$ cat src/rtl/mips_harvard_cpu.sv
// rtl/mips_harvard_cpu.sv - single-cycle MIPS32 subset core with separate instruction and data ports
module mips_harvard_cpu (
    input  logic        clk,
    input  logic        reset,
    output logic        active,
    output logic [31:0] register_v0,
    input  logic        clk_enable,
    output logic [31:0] instr_address,
    input  logic [31:0] instr_readdata,
    output logic [31:0] data_address,
    output logic        data_write,
    output logic        data_read,
    output logic [31:0] data_writedata,
    input  logic [31:0] data_readdata
);
    localparam logic [31:0] RESET_VECTOR = 32'hBFC00000;

    logic [31:0] pc;
    logic [31:0] npc;
    logic [31:0] gpr [32];

    logic [5:0]  opcode;
    logic [5:0]  funct;
    logic [4:0]  rs;
    logic [4:0]  rt;
    logic [4:0]  rd;
    logic [4:0]  shamt;
    logic [31:0] rs_val;
    logic [31:0] rt_val;
    logic [31:0] sext_imm;
    logic [31:0] zext_imm;
    logic [31:0] pc_plus4;
    logic [31:0] pc_plus8;
    logic [31:0] branch_target;
    logic [31:0] jump_target;
    logic        go;

    logic        wr_en;
    logic [4:0]  wr_idx;
    logic [31:0] wr_data;
    logic        taken;
    logic [31:0] target;

    assign {opcode, rs, rt, rd, shamt, funct} = instr_readdata;

    // $0 is never written and resets to zero, so a plain read is sufficient
    assign rs_val        = gpr[rs];
    assign rt_val        = gpr[rt];
    assign sext_imm      = {{16{instr_readdata[15]}}, instr_readdata[15:0]};
    assign zext_imm      = {16'h0000, instr_readdata[15:0]};
    assign pc_plus4      = pc + 32'd4;
    assign pc_plus8      = pc + 32'd8;
    assign branch_target = pc_plus4 + {sext_imm[29:0], 2'b00};
    assign jump_target   = {pc_plus4[31:28], instr_readdata[25:0], 2'b00};

    assign go             = reset && clk_enable && active;
    assign instr_address  = pc;
    assign register_v0    = gpr[2];
    assign data_address   = rs_val + sext_imm;
    assign data_writedata = rt_val;
    assign data_read      = go && (opcode == 6'h23);
    assign data_write     = go && (opcode == 6'h2B);

    always_comb begin
        wr_en   = 1'b0;
        wr_idx  = rt;
        wr_data = 32'h0;
        taken   = 1'b0;
        target  = branch_target;
        case (opcode)
            6'h00: begin
                wr_idx = rd;
                wr_en  = 1'b1;
                case (funct)
                    6'h00: wr_data = rt_val << shamt;
                    6'h02: wr_data = rt_val >> shamt;
                    6'h03: wr_data = $signed(rt_val) >>> shamt;
                    6'h04: wr_data = rt_val << rs_val[4:0];
                    6'h06: wr_data = rt_val >> rs_val[4:0];
                    6'h07: wr_data = $signed(rt_val) >>> rs_val[4:0];
                    6'h08: begin wr_en = 1'b0; taken = 1'b1; target = rs_val; end
                    6'h09: begin taken = 1'b1; target = rs_val; wr_data = pc_plus8; end
                    6'h21: wr_data = rs_val + rt_val;
                    6'h23: wr_data = rs_val - rt_val;
                    6'h24: wr_data = rs_val & rt_val;
                    6'h25: wr_data = rs_val | rt_val;
                    6'h26: wr_data = rs_val ^ rt_val;
                    6'h27: wr_data = ~(rs_val | rt_val);
                    6'h2A: wr_data = {31'h0, $signed(rs_val) < $signed(rt_val)};
                    6'h2B: wr_data = {31'h0, rs_val < rt_val};
                    default: wr_en = 1'b0;
                endcase
            end
            6'h02: begin taken = 1'b1; target = jump_target; end
            6'h03: begin
                taken = 1'b1; target = jump_target;
                wr_en = 1'b1; wr_idx = 5'd31; wr_data = pc_plus8;
            end
            6'h04: taken = (rs_val == rt_val);
            6'h05: taken = (rs_val != rt_val);
            6'h09: begin wr_en = 1'b1; wr_data = rs_val + sext_imm; end
            6'h0A: begin wr_en = 1'b1; wr_data = {31'h0, $signed(rs_val) < $signed(sext_imm)}; end
            6'h0B: begin wr_en = 1'b1; wr_data = {31'h0, rs_val < sext_imm}; end
            6'h0C: begin wr_en = 1'b1; wr_data = rs_val & zext_imm; end
            6'h0D: begin wr_en = 1'b1; wr_data = rs_val | zext_imm; end
            6'h0E: begin wr_en = 1'b1; wr_data = rs_val ^ zext_imm; end
            6'h0F: begin wr_en = 1'b1; wr_data = {instr_readdata[15:0], 16'h0000}; end
            6'h23: begin wr_en = 1'b1; wr_data = data_readdata; end
            default: ;
        endcase
    end

    // The halted state is simply active == 0: PC is already 0 and nothing advances
    always_ff @(posedge clk) begin
        if (!reset) begin
            pc     <= RESET_VECTOR;
            npc    <= RESET_VECTOR + 32'd4;
            active <= 1'b1;
            for (int i = 0; i < 32; i++) begin
                gpr[i] <= 32'h0;
            end
        end else if (clk_enable && active) begin
            pc  <= npc;
            npc <= taken ? target : npc + 32'd4;
            if (npc == 32'h0) begin
                active <= 1'b0;
            end
            if (wr_en && (wr_idx != 5'd0)) begin
                gpr[wr_idx] <= wr_data;
            end
        end
    end
endmodule

$ cat config.mk
export PLATFORM = sky130hd
export DESIGN_NAME = mips_harvard_cpu
export DESIGN_NICKNAME = d
export VERILOG_FILES = /design/src/rtl/mips_harvard_cpu.sv
export SDC_FILE = /design/constraint.sdc
export NUM_CORES = 2
export LEC_CHECK = 0
export ABC_CLOCK_PERIOD_IN_PS = 13200
export CAP_MARGIN = 5
export CELL_PAD_IN_SITES_DETAIL_PLACEMENT = 2
export CELL_PAD_IN_SITES_GLOBAL_PLACEMENT = 2
export CORE_MARGIN = 2
export CORE_UTILIZATION = 40
export DETAILED_ROUTE_END_ITERATION = 6
export PLACE_DENSITY_LB_ADDON = 0.2
export SYNTH_ARGS = -nofsm -noshare
export SYNTH_HDL_FRONTEND = slang
export SYNTH_SLANG_ARGS = --single-unit
$ cat constraint.sdc
create_clock -name clk -period 13.2 [get_ports clk]
set_clock_uncertainty 0.2 [all_clocks]
set_input_delay 2.64 -clock clk [delete_from_list [all_inputs] [get_ports clk]]
set_output_delay 2.64 -clock clk [all_outputs]
set_load 0.02 [all_outputs]
==> impl_metrics.py <==
metrics = {
    "status": {
        "outcome": "finished, violations left",
        "violations": "max-capacitance violations, max-slew violations",
    },
    "cts": {
        "cts_buffer_depth": 3,
        "cts.clk_slew.worst_paths_ns": 0.06,
        "numCtsBuffers": 121,
        "clock_sinks": 1089,
        "clock_latency_ns": 0.83,
        "post-cts-setup-buffer-count": 0,
        "cts-htree-levels": 3,
        "cts_tree": "yes",
        "root_buffer": "clkbuf_16",
        "cts_resized": 0,
        "cts_hold_buffers": 0,
    },
    "worst_setup_path": {
        "path_class": "in -> out",
        "critPathMaxFanout": 42,
        "r2r-start": "gpr[27][2]$_SDFFCE_PN0P_",
        "start_kind": "primary input",
        "end_kind": "output port",
        "critPathRequiredTime_ns": 10.36,
        "critPathLaunch": "instr_readdata[22]",
        "arrival_ns": 9.42,
    },
    "sta": {
        "finalHoldViolCount": 0,
        "max_freq_mhz": 81.59,
        "rsz0062_at_grt": "no",
        "fin_crit_sh_pct": 92.85,
        "setup_tns_ns": 0,
        "drv_slew": 2,
        "relSlewSlack_pct": -8.188,
        "setup_viol_count_final": 0,
        "worst_slew_pin_slew_ns": 1.582,
        "period_minus_slack_ns": 12.26,
    },
    "global_routing": {
        "grt_pass1_vias": 70290,
        "overflow": 0,
        "antenna_found_initial": 22,
        "grt_max_degree": 126,
        "grt_first_pass_wirelength_um": 574100,
        "groute.usage.overall_pct": 43.05,
    },
    "min_path": {
        "min_path_type": "reg -> reg",
        "holdCritStartpoint": "npc[0]$_SDFFE_PN0P_",
    },
    "finish": {
        "final_common_cell": "edfxtp_1",
        "finalNetCount": 7327,
        "drive_gt1_share_pct": 14.40,
        "area_growth_pct": 13.11,
        "final_cell_mix": "1024 x edfxtp_1, 988 x nor2_1, 722 x mux2i_1",
    },
    "power_and_ir_drop": {
        "leakage_nw": 30.12,
        "power-per-cell-area_nw_per_um2": 121.9,
        "total_power_mw": 10.24,
        "vdd_drop_max_mv": 0.1175,
    },
    "logic_synthesis": {
        "synthFlopType": "edfxtp_1",
        "synth_top_area_cell": "edfxtp_1",
        "synthTopCellsByArea": "edfxtp_1 41%, mux4_2 9.9%, mux2i_1 9.8%, nor2_1 5.0%, ha_1 3.7%",
        "ys_seq_area_share_pct": 43.15,
        "synth-seq-cells": 1089,
        "syn_inst": 6986,
        "syn-mean-instance-area_um2": 10.63,
        "synthArstFlopShare_pct": 0,
        "yosysUniqueCellTypes": 100,
        "synth_edf_count": 1024,
        "syn_area_um2": 74280,
        "synth_top_area_share_pct": 41.40,
        "yosysWarnings": 0,
    },
    "place": {
        "dp_hpwl_um": 281000,
        "gp_congestion": 1.021,
        "port_buffers": 197,
    },
    "route": {
        "antenna_left": 0,
        "drc_errors": 0,
        "firstDrtPassIters": 6,
        "highest-signal-layer": "met5",
        "via_count": 67770,
        "wl_per_cell_um": 43.53,
        "drtIter0Drc": 9290,
        "route.met2.wl_um": 189800,
        "vias_per_cell": 7.036,
        "met3_wirelength_um": 39180,
        "wl_met1_um": 149700,
        "finalWirelength_um": 419300,
    },
    "die": {
        "pin_count": 198,
        "fp.coreArea_um2": 185000,
        "die_w_um": 434.9,
        "start_util_pct": 40.14,
        "row_count": 158,
        "dieArea_um2": 189200,
        "die_h_um": 434.9,
    },
    "run": {
        "maxCapViolCount": 1,
    },
}
## state kept, by name (all words and copies together), names as in the netlist
signal	cells
instr_address	32
npc	32
active	1
gpr	1024
## cells by family (layout without fill, tap and decap cells)
group	after synthesis	in the layout	synth area share [%]
simple gates	2211	2211	13.53
compound gates	1427	1427	12.84
flops	1089	1089	43.15
mux	1080	1080	20.13
buf+inv	792	915	4.617
fa+ha+maj	224	224	3.814
xor+xnor	162	162	1.910
other cells	1	45	0.005049
## cells in the mapped netlist (66+ instances only)
library cell  number
edfxtp_1        1024
nor2b_1          246
xnor2_1          110
nor4_1            66
nand3_1          163
a22oi_1          188
inv_1            146
nor3_1            88
a21oi_1          371
mux4_2           328
o22ai_1          171
mux2i_1          725
nand2_1          444
nor2_1           994
ha_1             220
buf_2            157
clkbuf_1         380
o21ai_0          192
## path summary, 6_finish.rpt
check | endpoint | slack, ns | cells after the start
min | instr_address[0]$_SDFFE_PN0P_ | 0.29 | 2
min reg2reg | instr_address[0]$_SDFFE_PN0P_ | 0.29 | 2
max reg2reg | gpr[30][20]$_SDFFCE_PN0P_ | 5.31 | 18
max | data_address[29] | 0.94 | 18
## through the flow
step	util [%]	cell area (um^2)	setup WS [ns]	cells	hold WS, ns
5_1_grt	45.39	84000	0.7301	9624	0.3154
6_report	45.41	84020	0.9441	9633	0.2868
2_1_floorplan	-	74390	1.504	7017	0.2452
4_1_cts	45.37	83950	1.026	9618	0.2796
3_3_place_gp	43.21	79960	1.104	9390	0.2667
3_5_place_dp	43.22	79980	1.043	9391	0.2770
## layout make-up
class / instances / area [um^2]
Timing Repair Buffer: 533 / 4631
Sequential cell: 1089 / 32050
Multi-Input combinational cell: 5136 / 39650
Antenna cell: 13 / 32.53
Fill cell: 18910 / 101000
Clock inverter: 77 / 802.0
Inverter: 155 / 584.3
Clock buffer: 150 / 3167
Tap cell: 2480 / 3103
## critical path, cell delays in order
cell and delay [ns]:
buf_8 0.35, buf_4 0.38, mux4_2 0.36, mux4_2 0.51, mux2i_1 0.89, inv_1 0.34, ha_1 0.55, nor3_1 0.18
a211o_1 0.35, a2111oi_0 0.49, o31a_1 0.33, a22oi_1 0.13, a211o_1 0.41, a21oi_1 0.18, nor2_1 0.06, nor2_1 0.13
xor2_1 0.32, clkdlybuf4s50_1 0.68
## layer usage
metal,up-vias,global-route usage (%)
met1,35060,51.14
li1,26440,-
met5,-,0
met2,4726,67.74
met4,18,34.47
met3,1535,9.062
## where the power goes
group	internal [mW]	leakage (nW)	switching [mW]	total [mW]
Clock	1.94	1.92	1.55	3.49
Combinational	0.879	17.1	1.89	2.77
Sequential	3.89	11.1	0.0903	3.98
Total	6.71	30.1	3.53	10.2
(Power assumes the default switching activity.)
